--- src/rtl/zb_pkg.sv ---
`default_nettype none
// ============================================================================
// Module   : zb_pkg
// Brief    : Shared types and default constants for the Z-buffer depth stage.
// Revision : 1.0 - initial release
// ============================================================================
package zb_pkg;

    localparam int c_X_W      = 10;
    localparam int c_Y_W      = 9;
    localparam int c_Z_W      = 16;
    localparam int c_C_W      = 16;
    localparam int c_SCREEN_W = 640;
    localparam int c_SCREEN_H = 480;
    localparam int c_ADDR_W   = 19;

    localparam logic [c_Z_W-1:0] c_Z_FAR = '1;

    typedef enum logic [2:0] {
        ST_IDLE  = 3'd0,
        ST_RD    = 3'd1,
        ST_CMP   = 3'd2,
        ST_WR    = 3'd3,
        ST_REL   = 3'd4,
        ST_CLEAR = 3'd5,
        ST_DONE  = 3'd6
    } zb_state_t;

    typedef struct packed {
        logic [c_X_W-1:0] x;
        logic [c_Y_W-1:0] y;
        logic [c_Z_W-1:0] z;
        logic [c_C_W-1:0] c;
    } zb_pixel_t;

    function automatic int zb_pixels(input int w, input int h);
        return w * h;
    endfunction

endpackage
`default_nettype wire

--- src/rtl/zb_addr_gen.sv ---
`default_nettype none
// ============================================================================
// Module   : zb_addr_gen
// Brief    : Linear framebuffer address y*SCREEN_W + x and on-screen check.
// Revision : 1.0 - initial release
// ============================================================================
module zb_addr_gen
    import zb_pkg::*;
#(
    parameter int X_W      = c_X_W,
    parameter int Y_W      = c_Y_W,
    parameter int ADDR_W   = c_ADDR_W,
    parameter int SCREEN_W = c_SCREEN_W,
    parameter int SCREEN_H = c_SCREEN_H
) (
    input  wire logic [X_W-1:0]    x,
    input  wire logic [Y_W-1:0]    y,
    output logic      [ADDR_W-1:0] addr,
    output logic                   in_range
);

    localparam logic [ADDR_W-1:0] c_LINE = ADDR_W'(SCREEN_W);

    assign addr     = ADDR_W'(y) * c_LINE + ADDR_W'(x);
    assign in_range = (32'(x) < 32'(SCREEN_W)) && (32'(y) < 32'(SCREEN_H));

endmodule
`default_nettype wire

--- config.mk ---
export PLATFORM = sky130hd
export DESIGN_NAME = zb_addr_gen
export DESIGN_NICKNAME = d
export VERILOG_FILES = /design/src/rtl/zb_pkg.sv /design/src/rtl/zb_addr_gen.sv
export SDC_FILE = /design/constraint.sdc
export NUM_CORES = 1
export LEC_CHECK = 0
export ABC_AREA = 1
export BUFFER_PORTS_ARGS = -buffer_cell sky130_fd_sc_hd__buf_2
export CAP_MARGIN = 30
export CORE_UTILIZATION = 49
export DETAILED_ROUTE_END_ITERATION = 8
export GPL_TIMING_DRIVEN = 0
export PLACE_DENSITY = 0.82
export SYNTH_ARGS = -nofsm -noshare
export SYNTH_HDL_FRONTEND = slang
export SYNTH_SLANG_ARGS = --single-unit
--- constraint.sdc ---
create_clock -name vclk -period 2.6
set_clock_uncertainty 0.15 [all_clocks]
set_input_delay 0.26 -clock vclk [all_inputs]
set_output_delay 0.26 -clock vclk [all_outputs]
set_load 0.02 [all_outputs]
==> results.py, run 1 <==
metrics = {
    "detailed_routing": {
        "wl_per_cell_um": 9.895,
        "drt_iter0_drc": 11,
        "firstDrtPassIters": 4,
        "drc_errors": 0,
        "ant_nets": 0,
        "routed_wl_um": 1979,
        "vias": 978,
        "avgViaCountPerCell": 4.890,
    },
    "synthesis": {
        "synth_top_area_cell": "ha_1",
        "synthSimpleGateAreaFrac_pct": 47.27,
        "syn-num-nets": 180,
        "synth_area_per_cell_um2": 6.450,
        "syn_area_um2": 915.9,
        "synth-xor-area-share_pct": 5.738,
        "synth_top_area_share_pct": 23.22,
        "synthMuxAreaShare_pct": 0,
        "yosysWarnings": 0,
        "yosys.cell_count.top_type": "nand2_1",
        "synth_cell_types": 22,
        "synthAdderAreaFrac_pct": 27.60,
        "synthCells": 142,
        "ys_seq_area_share_pct": 0,
        "synth_common_cells": "nand2_1, inv_1, ha_1, nand3_1",
        "synth_top_family_by_area": "simple AND/OR/NAND/NOR gates",
        "synth-compound-area-share_pct": 3.415,
        "synthTopCellsByArea": "ha_1, nand2_1, inv_1",
    },
    "critical_path": {
        "max_stage_delay_ps": 570,
        "cp-end-kind": "output pin",
        "crit_path_frequent_cell": "nand2_1",
        "cp-startpoint": "y[3]",
        "cp_slowest_cell": "fa_2",
        "criticalPathCategory": "in2out",
        "critPathBufInv": 2,
        "path_max_fanout": 3,
        "cp-start-kind": "input port",
        "critPathTopFamily": "adder cells",
        "arrival_ps": 2070,
        "critPathRequiredTime_ps": 2190,
        "cp_cell_sequence": "buf_6 > ha_4 > ha_4 > fa_2 > nand3_4 > nor2_4 > nand2_1 > nor2_1 > nand3_1 > nand2_1 > nand2_1 > buf_6",
    },
    "power_and_ir_drop": {
        "cellPowerDensity_nw_per_um2": 336.4,
        "p_int_mw": 0.1505,
        "clkPwrFrac_pct": 0,
        "ir_worst_vdd_mv": 0.2561,
        "combPwrFrac_pct": 100.0,
        "p_seq_share_pct": 0,
        "p_leak_nw": 0.6704,
        "total_power_mw": 0.3922,
        "p_sw_mw": 0.2417,
        "switching_share_pct": 61.62,
    },
    "placement": {
        "portBuffers": 32,
        "dpl.hpwl_um": 1775,
        "place.gp.congestion": 0.7892,
        "dp_cells": 199,
        "placedInstanceArea_um2": 1107,
    },
    "clocking": {
        "postCtsHoldBufs": 0,
    },
    "sta": {
        "drv_slew": 0,
        "final_hold_viol_count": 0,
        "fin_crit_ps": 2477,
        "slew_headroom_pct": 83.83,
        "fmax_ghz": 0.4037,
        "period_share_pct": 95.27,
        "setup_viol": 0,
        "whs_ps": 587.0,
        "tightestPinTransition_ps": 241.7,
    },
    "floorplan": {
        "start_util_pct": 52.47,
        "io_pins": 39,
        "rows": 15,
        "die_area_um2": 2046,
        "die_h_um": 45.24,
        "coreArea_um2": 1745,
        "die_w_um": 45.24,
    },
    "cells_and_area": {
        "diodes": 0,
        "seqCellArea_um2": 0,
        "syn2layout_area_growth_pct": 27.32,
        "fin_area_um2": 1166,
        "fillCellCount": 171,
        "nClkBuffers": 0,
        "fin_util_pct": 66.81,
        "nFlopsAndLatches": 0,
        "layout-drive-gt1-share_pct": 36.57,
        "fin_nets": 215,
        "fin_cells": 200,
    },
    "worst_hold_path": {
        "worstHoldStart": "x[2]",
        "holdCritPathClass": "in2out",
    },
    "status": {
        "outcome": "completed",
    },
    "flow_run": {
        "cap_violations": 0,
    },
    "global_route": {
        "grtUsageTotal_pct": 20.89,
        "grt_pass1_vias": 853,
        "grt_overflow_total": 0,
        "grt_max_degree": 7,
        "grt_pass1_wl_um": 3215,
        "antenna_found_initial": 0,
    },
}
-- cells in the final DEF, fill, tap and decap left out, types with 3 or more instances in the layout --
master	count
a21oi_1	3
buf_2	29
buf_4	8
buf_6	3
ha_1	14
inv_1	23
nand2_1	39
nand2_2	5
nand2_4	3
nand3_1	11
nand3_2	3
nor2_1	7
nor2_4	3
xnor2_1	3
xor2_1	3
-- layout make-up --
| cell class | instances | area, µm² | share of cell area [%] |
|---|---|---|---|
| buffer | 7 | 52.55 | 4.506 |
| inverter | 25 | 93.84 | 8.047 |
| tap | 25 | 31.28 | 2.682 |
| timing repair buffer | 33 | 186.4 | 15.99 |
| multi-input combinational | 110 | 802.0 | 68.78 |
-- logic make-up after synthesis --
kind of cell / count (synthesis)
XOR/XNOR: 6
buffers and inverters: 32
AND/OR/NAND/NOR: 80
AO/OA/AOI/OAI: 5
adder cells (fa/ha/maj): 19
-- layer usage --
| metal | track usage [%] | vias to the layer above | routed length, µm |
|---|---|---|---|
| li1 | - | 508 | - |
| met1 | 20.19 | 435 | 748 |
| met2 | 45.22 | 29 | 1126 |
| met3 | 0.4000 | 6 | 50 |
| met4 | 7.273 | 0 | 54 |
| met5 | 0 | - | 0 |
-- power groups by stage --
| stage | Sequential [mW] | Combinational [mW] | Clock, mW |
|---|---|---|---|
| finish | 0 | 0.392 | 0 |
| global route | 0 | 0.433 | 0 |
| CTS | 0 | 0.384 | 0 |
| detailed placement | 0 | 0.373 | 0 |
| global placement | 0 | 0.359 | 0 |
| floorplan | 0 | 0.283 | 0 |
-- path summary, 6_finish.rpt --
kind,end,slack [ps],cells past startpoint
max,addr[17],120,12
min,addr[2],590,2
-- through the flow --
stage,setup slack (ps),TNS (ps)
CTS,74.59,0
finish,122.9,0
global placement,-15.40,-15.40
detailed placement,-61.69,-141.7
floorplan,142.3,0
global route,-1.891,-1.891
-- repair_timing --
item | in CTS | in global routing
setup endpoints to repair | 4 | 3
pin swaps | 3 | 10
gates resized for setup | 5 | 7
hold endpoints to repair | 0 | 0
setup buffers | 0 | 1
(Power assumes the default switching activity.)
==> run 2: changes to the inputs <==
- GPL_TIMING_DRIVEN: 0 -> unset
- PLACE_DENSITY: 0.82 -> 0.91
==> results.py, run 2 (synthesized netlist as in run 1, its figures left out) <==
metrics = {
    "status": {
        "outcome": "completed",
    },
    "global_route": {
        "grt_overflow_total": 0,
        "grt_max_degree": 7,
        "grt_pass1_vias": 831,
        "grtUsageTotal_pct": 19.46,
        "antenna_found_initial": 0,
        "grt_pass1_wl_um": 3063,
    },
    "cells_and_area": {
        "diodes": 0,
        "multi_input_area_um2": 799.5,
        "fin_nets": 201,
        "syn2layout_area_growth_pct": 15.71,
        "fin_area_um2": 1060,
        "final_cell_mix": "nand2_1, buf_2, inv_1",
        "fin_cells": 186,
        "nClkBuffers": 0,
        "nFlopsAndLatches": 0,
        "fillCellCount": 173,
        "layout-drive-gt1-share_pct": 30.43,
        "fin_util_pct": 60.72,
        "final_common_cell": "nand2_1",
        "seqCellArea_um2": 0,
    },
    "clocking": {
        "postCtsHoldBufs": 0,
    },
    "power_and_ir_drop": {
        "p_leak_nw": 0.6067,
        "cellPowerDensity_nw_per_um2": 344.2,
        "total_power_mw": 0.3648,
        "switching_share_pct": 63.15,
        "combPwrFrac_pct": 100.0,
        "ir_worst_vdd_mv": 0.2233,
        "p_seq_share_pct": 0,
        "clkPwrFrac_pct": 0,
        "p_sw_mw": 0.2303,
        "p_int_mw": 0.1344,
    },
    "floorplan": {
        "start_util_pct": 52.47,
        "coreArea_um2": 1745,
        "io_pins": 39,
        "die_w_um": 45.24,
        "die_h_um": 45.24,
        "die_area_um2": 2046,
        "rows": 15,
    },
    "sta": {
        "slew_headroom_pct": 83.13,
        "period_share_pct": 96.14,
        "setup_viol": 0,
        "rsz0062_at_grt": "no",
        "whs_ps": 370.0,
        "drv_slew": 0,
        "tightestPinTransition_ps": 252.1,
        "worst_slack_ps": 100.3,
        "setup_tns_ps": 0,
        "fin_crit_ps": 2500,
        "fmax_ghz": 0.4000,
        "final_hold_viol_count": 0,
    },
    "placement": {
        "dp_slack_ps": -44.79,
        "placedInstanceArea_um2": 1020,
        "dpl.hpwl_um": 1647,
        "portBuffers": 25,
        "dp_cells": 185,
        "place.gp.congestion": 0.8208,
    },
    "critical_path": {
        "cp-end-kind": "output pin",
        "critPathRequiredTime_ps": 2190,
        "cp-start-kind": "input port",
        "criticalPathCategory": "in2out",
        "path_max_fanout": 3,
        "arrival_ps": 2090,
    },
    "worst_hold_path": {
        "hold_path_end": "addr[1]",
        "holdCritPathClass": "in2out",
        "holdPathStages": 0,
        "worstHoldStart": "x[1]",
    },
    "detailed_routing": {
        "wl_per_cell_um": 10.15,
        "ant_nets": 0,
        "vias": 896,
        "routed_wl_um": 1888,
        "drc_errors": 0,
        "drt_iter0_drc": 4,
        "firstDrtPassIters": 4,
        "avgViaCountPerCell": 4.817,
    },
    "flow_run": {
        "cap_violations": 0,
    },
}
[run 2: cell types whose count changed in the layout (fill, tap and decap cells not counted)]
cell and change:
ha_2 -1, buf_2 -5, buf_4 -6, buf_6 -3
ha_1 +1
[run 2: worst max-delay path, cell delays in order]
cell and delay [ps]:
buf_2 130, ha_4 260, ha_4 170, fa_2 560, nand3_4 90, nor2_4 140, nand2_1 60, nor2_1 80
nand3_1 80, nand2_1 60, nand2_1 50, buf_4 150
[run 2: worst max path at each step]
stage | slack, ps | cells past startpoint | from | endpoint
after floorplan | 140 | 8 | y[1] | addr[15]
after global placement | 30 | 13 | y[1] | addr[17]
after detailed placement | -40 | 12 | y[1] | addr[17]
after CTS | 20 | 12 | y[1] | addr[17]
after global routing | 2 | 12 | y[1] | addr[17]
final | 100 | 12 | y[1] | addr[17]
[run 2: area by class of cell]
type	count	share of cell area, %
repair buffers	26	12.75
multi-input cells	110	75.44
well taps	25	2.952
inverters	25	8.855
[run 2: per-layer routing]
metal / global-route usage, % / vias up / wire length [µm]
met5: 0 / - / 0
met4: 0 / 0 / 0
met3: 0.4000 / 0 / 68
met2: 42.32 / 23 / 1035
met1: 21.29 / 392 / 784
li1: - / 481 / -
[run 2: power groups by stage]
| stage | clock network (mW) | logic [mW] | registers [mW] |
|---|---|---|---|
| CTS | 0 | 0.358 | 0 |
| floorplan | 0 | 0.283 | 0 |
| global placement | 0 | 0.339 | 0 |
| detailed placement | 0 | 0.351 | 0 |
| finish | 0 | 0.365 | 0 |
| global route | 0 | 0.401 | 0 |
[run 2: repair_timing]
action | in CTS | in global routing
gates resized for setup | 4 | 2
buffers inserted | 0 | 1
pin swaps | 2 | 3
gates cloned | 0 | 0
hold endpoints to repair | 0 | 0
setup endpoints to repair | 3 | 4
